`src/rtl/hdmi_pkg.sv`:
```
// Shared definitions for the HDMI byte-stream pixel unpacker: start-of-frame
// marker bytes, framing FSM states and the packed RGB pixel layout.
package hdmi_pkg;

  localparam logic [7:0] SOF0_BYTE = 8'hAA;
  localparam logic [7:0] SOF1_BYTE = 8'h55;

  typedef enum logic [1:0] {
    SYNC0 = 2'd0,
    SYNC1 = 2'd1,
    PIX   = 2'd2
  } state_e;

  // R occupies the top byte because it is the first byte of each triplet.
  typedef struct packed {
    logic [7:0] r;
    logic [7:0] g;
    logic [7:0] b;
  } pixel_t;

endpackage

```
`src/rtl/hdmi_pixel_unpacker.sv`:
```
// Pops bytes from a standard (non-FWFT) HDMI byte FIFO, locks onto a 2-byte
// start-of-frame marker, packs RGB triplets into 24-bit pixels with a linear
// frame-buffer address and presents them on a valid/ready port.
module hdmi_pixel_unpacker
  import hdmi_pkg::*;
#(
  parameter int         H_RES  = 640,
  parameter int         V_RES  = 480,
  parameter int         ADDR_W = 19,
  parameter logic [7:0] SOF0   = SOF0_BYTE,
  parameter logic [7:0] SOF1   = SOF1_BYTE
) (
  input  logic              clk,
  input  logic              rst,
  input  logic              src_switch,
  input  logic              hdmi_fifo_empty,
  input  logic [7:0]        hdmi_fifo_data,
  output logic              hdmi_fifo_rd_en,
  output logic              pix_valid,
  input  logic              pix_ready,
  output logic [23:0]       pix_data,
  output logic [ADDR_W-1:0] pix_addr,
  output logic              frame_done,
  output logic              sync_err
);

  localparam int                NUM_PIX   = H_RES * V_RES;
  localparam logic [ADDR_W-1:0] LAST_ADDR = ADDR_W'(NUM_PIX - 1);

  state_e            state_q;
  logic [1:0]        byte_cnt_q;
  logic [7:0]        r_q;
  logic [7:0]        g_q;
  logic [ADDR_W-1:0] asm_addr_q;   // address of the pixel being assembled
  pixel_t            pix_q;
  logic [ADDR_W-1:0] pix_addr_q;   // address of the pixel being presented
  logic              pix_valid_q;
  logic              sync_err_q;
  logic              rd_q;         // a byte requested last cycle is on hdmi_fifo_data now

  logic handshake;
  logic hold;

  // Read request, handshake and end-of-frame decode.
  // NOTE: every signal driven here is assigned on every path, so no latch is inferred.
  always_comb begin
    handshake = pix_valid_q & pix_ready;
    // A stalled output pixel blocks new requests; at most one byte is then in
    // flight, and it can never be a B byte, so the held pixel is never overwritten.
    hold      = (pix_valid_q & ~pix_ready) |
                (rd_q & (byte_cnt_q == 2'd2) & (state_q == PIX) & pix_valid_q & ~pix_ready);
    // Gating with rst keeps the pop request low for the whole reset interval.
    hdmi_fifo_rd_en = ~rst & ~hdmi_fifo_empty & ~hold & ~src_switch;
    frame_done      = handshake & (pix_addr_q == LAST_ADDR);
  end

  // Track which cycle carries read data (one cycle after the request).
  // NOTE: sequential state is always updated with non-blocking assignments.
  always_ff @(posedge clk or posedge rst) begin
    if (rst) begin
      rd_q <= 1'b0;
    end else begin
      rd_q <= hdmi_fifo_rd_en;
    end
  end

  // Framing FSM, pixel assembly and registered output port.
  always_ff @(posedge clk or posedge rst) begin
    if (rst) begin
      state_q     <= SYNC0;
      byte_cnt_q  <= 2'd0;
      r_q         <= 8'd0;
      g_q         <= 8'd0;
      asm_addr_q  <= '0;
      pix_q       <= '0;
      pix_addr_q  <= '0;
      pix_valid_q <= 1'b0;
      sync_err_q  <= 1'b0;
    end else begin
      sync_err_q <= 1'b0;

      if (handshake) begin
        pix_valid_q <= 1'b0;
      end

      if (src_switch) begin
        // Drop the partial pixel and any byte landing this cycle; a pending
        // output pixel stays on the port until it is accepted.
        state_q    <= SYNC0;
        byte_cnt_q <= 2'd0;
        asm_addr_q <= '0;
      end else if (rd_q) begin
        unique case (state_q)
          SYNC0: begin
            if (hdmi_fifo_data == SOF0) state_q <= SYNC1;
          end
          SYNC1: begin
            if (hdmi_fifo_data == SOF1) begin
              state_q    <= PIX;
              byte_cnt_q <= 2'd0;
              asm_addr_q <= '0;
            end else if (hdmi_fifo_data != SOF0) begin
              state_q    <= SYNC0;
              sync_err_q <= 1'b1;
            end
          end
          PIX: begin
            unique case (byte_cnt_q)
              2'd0: begin
                r_q        <= hdmi_fifo_data;
                byte_cnt_q <= 2'd1;
              end
              2'd1: begin
                g_q        <= hdmi_fifo_data;
                byte_cnt_q <= 2'd2;
              end
              default: begin
                pix_q       <= '{r: r_q, g: g_q, b: hdmi_fifo_data};
                pix_addr_q  <= asm_addr_q;
                pix_valid_q <= 1'b1;
                byte_cnt_q  <= 2'd0;
                // Leave PIX as soon as the last pixel is assembled so the bytes
                // that follow are parsed as the next frame's marker.
                if (asm_addr_q == LAST_ADDR) begin
                  asm_addr_q <= '0;
                  state_q    <= SYNC0;
                end else begin
                  asm_addr_q <= asm_addr_q + 1'b1;
                end
              end
            endcase
          end
          default: state_q <= SYNC0;
        endcase
      end
    end
  end

  assign pix_valid = pix_valid_q;
  assign pix_data  = pix_q;
  assign pix_addr  = pix_addr_q;
  assign sync_err  = sync_err_q;

endmodule

```
`config.mk`:
```
export PLATFORM = sky130hd
export DESIGN_NAME = hdmi_pixel_unpacker
export DESIGN_NICKNAME = d
export VERILOG_FILES = /design/src/rtl/hdmi_pkg.sv /design/src/rtl/hdmi_pixel_unpacker.sv
export SDC_FILE = /design/constraint.sdc
export NUM_CORES = 1
export LEC_CHECK = 0
export BUFFER_PORTS_ARGS = -buffer_cell sky130_fd_sc_hd__buf_4
export CAP_MARGIN = 30
export CELL_PAD_IN_SITES_DETAIL_PLACEMENT = 0
export CELL_PAD_IN_SITES_GLOBAL_PLACEMENT = 2
export CORE_ASPECT_RATIO = 1.4
export CORE_MARGIN = 2
export CORE_UTILIZATION = 34
export CTS_BUF_LIST = sky130_fd_sc_hd__clkbuf_16
export CTS_CLUSTER_DIAMETER = 30
export DETAILED_ROUTE_END_ITERATION = 8
export PLACE_DENSITY_LB_ADDON = 0.1
export SYNTH_ARGS = -nofsm -noshare
export SYNTH_HDL_FRONTEND = slang
export SYNTH_SLANG_ARGS = --single-unit
```
`constraint.sdc`:
```
create_clock -name clk -period 2.4 [get_ports clk]
set_input_delay 0.24 -clock clk [delete_from_list [all_inputs] [get_ports clk]]
set_output_delay 0.24 -clock clk [all_outputs]
set_load 0.005 [all_outputs]
```
**Yosys cells after proc, flatten, opt, wreduce, memory -nomap -nowiden**

Cells that the tools add are included.

- $add $sub $neg: 1
- Equality and inequality tests: 14
- Multiplexer cells: 29
- Bitwise logic cells: 17
- Reductions and logical operators: 11

Operator list:

| kind | count |
|---|---|
| $mux 19 | 5 |
| $eq 19x19->1 const B | 2 |
| $pmux 19 s2 | 1 |
| $mux 2 | 10 |
| $add 19x1->19 const B | 1 |
| $reduce_and 4->1 | 4 |
| $and 1x1->1 | 10 |
| $mux 1 | 10 |
| $ne 3x3->1 const B | 3 |
| $eq 8x7->1 const B | 1 |
| $eq 8x8->1 const B | 1 |
| $ne 8x8->1 const B | 1 |
| $pmux 2 s2 | 2 |
| $not 1->1 | 6 |
| $pmux 2 s3 | 1 |
| $reduce_and 5->1 | 1 |
| $eq 2x1->1 const B | 2 |
| $eq 2x2->1 const B | 2 |
| $logic_not 2->1 | 2 |
| $ne 4x4->1 const B | 1 |
| $ne 3x2->1 const B | 1 |
| $reduce_and 3->1 | 1 |
| $reduce_bool 3->1 | 1 |
| $reduce_bool 2->1 | 1 |
| 2 further kinds | 2 |

- Register bits after elaboration: 85
- Output and inout bits: 47
- Logic and storage cells: 84

**Logic depth before layout (Yosys ltp)**

- Depth in word-level cells: 9
- Mapped depth: 7
- Mapped depth without buffers: 6

**Worst setup path before layout**

Ideal clock, no wire load.

- Path type: reg2reg
- Start: register state_q[0]
- End: register pix_q, in the netlist pix_data[0]
- Setup time: 125 ps
- Arrival: 1,689 ps
- Data required time: 2,275 ps
- Setup slack: 586 ps
- Cell stages (with the launch flop): 6
- Clock period less this slack: 1,814 ps
- Cells stage by stage: dfrtp_1 > and2b_1 > nand2_1 > nor2_2 > buf_2 > mux2_2

- Word-level cells in the longest chain between the ends: 2

Ends and longest elaborated chain:

| element | line | text |
|---|---|---|
| from (decl) | hdmi_pixel_unpacker.sv:30 | `state_e state_q;` |
| from (signal assigned) | hdmi_pixel_unpacker.sv:70 | `state_q <= SYNC0;` |
| from (signal assigned) | hdmi_pixel_unpacker.sv:89 | `state_q <= SYNC0;` |
| from (signal assigned) | hdmi_pixel_unpacker.sv:95 | `if (hdmi_fifo_data == SOF0) state_q <= SYNC1;` |
| $eq 2x2->1 | hdmi_pixel_unpacker.sv:93 | `unique case (state_q)` |
| $reduce_and 4->1 (no line) | - |  |
| to (signal assigned) | hdmi_pixel_unpacker.sv:118 | `pix_q <= '{r: r_q, g: g_q, b: hdmi_fifo_data};` |
| to (decl) | hdmi_pixel_unpacker.sv:35 | `pixel_t pix_q;` |

No other way between the ends.
A chain may end at the register's enable or synchronous reset.

**Worst setup path after layout**

- Start: register pix_addr_q[12] (netlist: pix_addr[12])
- End: output port frame_done

- Word-level cells in the longest chain between the ends: 2

Ends and longest elaborated chain:

| element | line | text |
|---|---|---|
| from (decl) | hdmi_pixel_unpacker.sv:36 | `logic [ADDR_W-1:0] pix_addr_q;` |
| from (signal assigned) | hdmi_pixel_unpacker.sv:119 | `pix_addr_q <= asm_addr_q;` |
| $eq 19x19->1 | hdmi_pixel_unpacker.sv:54 | `frame_done = handshake & (pix_addr_q == LAST_ADDR);` |
| $and 1x1->1 | hdmi_pixel_unpacker.sv:54 |  |
| to (decl) | hdmi_pixel_unpacker.sv:23 | `output logic frame_done,` |

No other way between the ends.

==> flow_summary.html <==
<table>
<tr><th>Metric</th><th>Value</th></tr>
<tr><th colspan="2">CTS</th></tr>
<tr><td>TritonCTS clock tree</td><td>built</td></tr>
<tr><td>Maximum count of clock buffers along a single path</td><td>2</td></tr>
<tr><td>Postcts setup bufs</td><td>0</td></tr>
<tr><td>Number of H-tree branching levels</td><td>3</td></tr>
<tr><td>Clk root buf</td><td>sky130_fd_sc_hd__clkbuf_16</td></tr>
<tr><td>Clock insertion delay at the later pin of the skew report</td><td>approximately 0.34 ns</td></tr>
<tr><td>Total clock sinks</td><td>85</td></tr>
<tr><td>Number of buffers inserted during clock tree synthesis</td><td>9</td></tr>
<tr><td>CTS clock-pin slew for the worst setup and hold paths</td><td>around 0.060 ns</td></tr>
<tr><th colspan="2">Synth</th></tr>
<tr><td>Cell type with the largest total area after synthesis</td><td>sky130_fd_sc_hd__dfrtp_1</td></tr>
<tr><td>Library cell with the highest instance count after synthesis</td><td>sky130_fd_sc_hd__dfrtp_1</td></tr>
<tr><td>Number of unique standard cell types used by synthesis</td><td>44</td></tr>
<tr><td>Commonest cells post-synth</td><td>sky130_fd_sc_hd__dfrtp_1, sky130_fd_sc_hd__mux2_2, sky130_fd_sc_hd__nand2_1, sky130_fd_sc_hd__nor2_1, sky130_fd_sc_hd__o21ai_0</td></tr>
<tr><td>Share of the synthesized area in the top cell type</td><td>0.5642</td></tr>
<tr><td>Sequential fraction of the synthesis area</td><td>0.5642</td></tr>
<tr><td>Ys flop type</td><td>sky130_fd_sc_hd__dfrtp_1</td></tr>
<tr><td>Count of flip-flops with a built-in enable after synthesis</td><td>0</td></tr>
<tr><td>Ys async rst share</td><td>1.000</td></tr>
<tr><td>Net Count, Synth</td><td>319</td></tr>
<tr><td>Leading cell types by total area after synthesis</td><td>sky130_fd_sc_hd__dfrtp_1, sky130_fd_sc_hd__mux2_2, sky130_fd_sc_hd__o21ai_0</td></tr>
<tr><td>Post-synthesis register bit count</td><td>85</td></tr>
<tr><td>Post-synthesis area per instance</td><td>12.36 um2</td></tr>
<tr><td>Yosys warning total</td><td>0</td></tr>
<tr><td>Netlist area before placement</td><td>0.003770 mm2</td></tr>
<tr><td>Post-Synthesis Cells</td><td>305</td></tr>
<tr><th colspan="2">Floorplan</th></tr>
<tr><td>Area of the placeable core</td><td>about 0.011 mm2</td></tr>
<tr><td>Height of the die</td><td>~130 um</td></tr>
<tr><td>Initial core utilization</td><td>0.3487</td></tr>
<tr><td>Die ar.</td><td>0.01196 mm2</td></tr>
<tr><td>X dimension of the die</td><td>93.00 um</td></tr>
<tr><td># IOs</td><td>60</td></tr>
<tr><td>Std-Cell Rows</td><td>45</td></tr>
<tr><th colspan="2">Cells and area</th></tr>
<tr><td>Fillcell total</td><td>1071</td></tr>
<tr><td>Antenna diode instance count</td><td>0</td></tr>
<tr><td>Final core utilization</td><td>0.4463</td></tr>
<tr><td>Final cell count without fillers</td><td>532</td></tr>
<tr><td>Final nets</td><td>400</td></tr>
<tr><td>Area of all placed cells without fillers</td><td>0.004825 mm2</td></tr>
<tr><td>Area growth from synthesis to layout</td><td>27.98%</td></tr>
<tr><td>Fraction of layout instances using a drive strength above 1</td><td>0.4220</td></tr>
<tr><th colspan="2">Place</th></tr>
<tr><td>Global placement routability congestion</td><td>0.7521</td></tr>
<tr><td>Cell area after placement</td><td>roughly 0.0045 mm2</td></tr>
<tr><td>Placed cells</td><td>around 500</td></tr>
<tr><td>Post-detail-place hpwl</td><td>about 6.5 mm</td></tr>
<tr><td>Port Buf Inserts</td><td>59</td></tr>
<tr><th colspan="2">Detailed routing</th></tr>
<tr><td>First drt pass iteration count</td><td>4</td></tr>
<tr><td>Wirelength per Cell</td><td>16.83 um</td></tr>
<tr><td>Vias</td><td>2719</td></tr>
<tr><td>Number of vias per cell after detailed routing</td><td>5.111</td></tr>
<tr><td>Number of DRC violations after detailed-routing iteration 0</td><td>47</td></tr>
<tr><td>Total routed wirelength</td><td>about 9.0 mm</td></tr>
<tr><td>Number of nets with antenna violations after routing</td><td>0</td></tr>
<tr><td>Number of remaining DRC errors</td><td>0</td></tr>
<tr><th colspan="2">STA</th></tr>
<tr><td>Worst hold margin</td><td>0.09624 ns</td></tr>
<tr><td>Total count of hold-check failures in the final report</td><td>0</td></tr>
<tr><td>Max-slew headroom</td><td>0.5599</td></tr>
<tr><td>Crit share post-route</td><td>0.9340</td></tr>
<tr><td>Total Neg Setup Slack</td><td>0 ns</td></tr>
<tr><td>RSZ-0062 raised after global routing</td><td>false</td></tr>
<tr><td>Post-route minimum period</td><td>2.241 ns</td></tr>
<tr><td>Worst-case clock skew</td><td>0.005522 ns</td></tr>
<tr><td>Slew of the pin with the lowest slew margin</td><td>0.6602 ns</td></tr>
<tr><td>Maximum clock frequency</td><td>0.4461 GHz</td></tr>
<tr><td>Max-slew violation count</td><td>0</td></tr>
<tr><td>Number of failing setup endpoints in the final timing report</td><td>0</td></tr>
<tr><th colspan="2">Global route</th></tr>
<tr><td>Antenna violations before repair</td><td>0</td></tr>
<tr><td>Total global-route track usage</td><td>0.1619</td></tr>
<tr><td>Grt total ovfl</td><td>0</td></tr>
<tr><td>First-pass GRT wire length</td><td>roughly 15 mm</td></tr>
<tr><td>Maximum number of pins on one net before global-route repair</td><td>39</td></tr>
<tr><td>Via count of the first global-routing pass</td><td>2787</td></tr>
<tr><th colspan="2">Worst setup path</th></tr>
<tr><td>CP top delay family</td><td>simple AND/OR/NAND/NOR gates</td></tr>
<tr><td>Number of buffers and inverters on the critical path</td><td>1</td></tr>
<tr><td>Worst reg2reg path startpoint</td><td>rd_q</td></tr>
<tr><td>Capturing element type of the critical path</td><td>output pin</td></tr>
<tr><td>Crit-path cells</td><td>nand4b_1 &gt; or4b_2 &gt; nor4_2 &gt; buf_4</td></tr>
<tr><td>Slowest Stage Delay on Critical Path</td><td>between 0.6 and 0.7 ns</td></tr>
<tr><td>Worst r2r path cells</td><td>5</td></tr>
<tr><td>Worst Setup Path Type</td><td>reg2out</td></tr>
<tr><td>Critical path startpoint category</td><td>flip-flop</td></tr>
<tr><td>Worst path required time</td><td>2.16 ns</td></tr>
<tr><td>Crit path max fanout</td><td>3</td></tr>
<tr><td>Logic depth of the worst setup path including buffers</td><td>4</td></tr>
<tr><td>Cell with the largest stage delay on the worst path</td><td>sky130_fd_sc_hd__or4b_2</td></tr>
<tr><td>Worst setup startpoint</td><td>pix_addr[12]</td></tr>
<tr><td>WP data arrival</td><td>2.00 ns</td></tr>
<tr><th colspan="2">Power and ir drop</th></tr>
<tr><td>Max VDD drop</td><td>0.0003215 V</td></tr>
<tr><td>Total power per unit cell area</td><td>between 500 and 600 mW/mm2</td></tr>
<tr><td>Pleak</td><td>2.351 nW</td></tr>
<tr><th colspan="2">Run status</th></tr>
<tr><td>Run status</td><td>finished, final reports clean</td></tr>
<tr><th colspan="2">Hold path</th></tr>
<tr><td>Startpoint of the tightest hold check path</td><td>hdmi_fifo_empty</td></tr>
<tr><td>Path class of the lowest-slack min-delay path</td><td>in2reg</td></tr>
<tr><td>Worst hold path depth</td><td>2</td></tr>
<tr><th colspan="2">Job</th></tr>
<tr><td>Number of max-cap violations</td><td>0</td></tr>
</table>
-- worst register-to-register path, cell delays in order, from the launching register on --
cell	delay [ns]
sky130_fd_sc_hd__dfrtp_1	0.54
sky130_fd_sc_hd__nand3b_4	0.12
sky130_fd_sc_hd__o311a_4	0.50
sky130_fd_sc_hd__a211o_4	0.40
sky130_fd_sc_hd__or3_1	0.35
sky130_fd_sc_hd__o21ai_1	0.07
-- final cells by class --
class / count / area, um2 / share of cell area
multi-input cells: 205 / 1587 / 0.3288
clock buffers: 9 / 225.2 / 0.04668
inverters: 6 / 26.28 / 0.005446
well taps: 141 / 176.4 / 0.03657
repair buffers: 79 / 633.1 / 0.1312
flip-flops and latches: 85 / 2127 / 0.4409
clock inverters: 7 / 50.05 / 0.01037
-- registers in the layout, indices dropped and copies added (netlist names) --
name / cells
state_q: 2
pix_addr: 19
r_q: 8
pix_valid: 1
g_q: 8
asm_addr_q: 19
pix_data: 24
byte_cnt_q: 2
sync_err: 1
rd_q: 1
-- power by group --
part | switching (mW) | leakage, nW | internal (mW)
Sequential | 0.00299 | 1.19 | 1.44
Combinational | 0.0588 | 1.04 | 0.0303
Clock | 0.585 | 0.128 | 0.704
-- placed cells by master (no fill, tap or decap), types with 3 or more instances in the layout --
master	synthesis	final
sky130_fd_sc_hd__nor2_1	17	17
sky130_fd_sc_hd__buf_4	1	75
sky130_fd_sc_hd__a21o_1	4	4
sky130_fd_sc_hd__nor3_1	6	6
sky130_fd_sc_hd__clkbuf_16	0	9
sky130_fd_sc_hd__clkinvlp_4	0	4
sky130_fd_sc_hd__nor3b_1	3	3
sky130_fd_sc_hd__o21ai_0	16	16
sky130_fd_sc_hd__nand2_1	17	17
sky130_fd_sc_hd__inv_1	6	5
sky130_fd_sc_hd__and3_1	6	6
sky130_fd_sc_hd__nand4_1	7	7
sky130_fd_sc_hd__nand4b_1	4	4
sky130_fd_sc_hd__mux2i_1	3	3
sky130_fd_sc_hd__mux2_2	59	59
sky130_fd_sc_hd__buf_12	0	3
sky130_fd_sc_hd__o31ai_1	3	3
sky130_fd_sc_hd__a21oi_1	9	9
sky130_fd_sc_hd__nand3_1	15	15
sky130_fd_sc_hd__or3_1	3	3
sky130_fd_sc_hd__nand2b_1	3	3
sky130_fd_sc_hd__dfrtp_1	85	85
-- stage by stage --
| step | worst slack (ns) | power (mW) |
|---|---|---|
| CTS | 0.05190 | 2.863 |
| finish | 0.1585 | 2.816 |
| global placement | 0.3712 | 1.555 |
| floorplan | 0.5862 | 1.508 |
| detailed placement | 0.3517 | 1.556 |
| global route | 0.06982 | 2.938 |
-- path summary, 6_finish.rpt --
path,endpoint,slack [ns]
worst max register to register,asm_addr_q[13],0.34
max in group asynchronous,pix_addr[3],1.13
worst min register to register,pix_data[8],0.50
worst min-delay path,rd_q,0.1
min in group asynchronous,state_q[0],0.53
worst max-delay path,frame_done,0.16
-- timing repair --
action / CTS / global route
endpoints found under the setup margin: 0 / 1
endpoints found under the hold margin: 20 / 0
gates resized for setup: 0 / 1
hold buffers: 1 / 0
-- metal layers --
metal	vias to the layer above	GRT usage	routed length (um)
met5	-	0	0
met4	0	0.07785	154
met3	9	0.02400	322
met2	57	0.2852	4667
met1	1370	0.1932	3809
li1	1283	-	-
-- logic make-up after synthesis --
logic type               count (synthesis)  synth area share
buffers and inverters                   15           0.01792
flip-flops                              85            0.5642
adder cells (fa/ha/maj)                  1          0.003318
AND/OR/NAND/NOR                        101            0.1586
AO/OA/AOI/OAI                           41           0.07169
multiplexers                            62            0.1842
(Power assumes the default switching activity.)
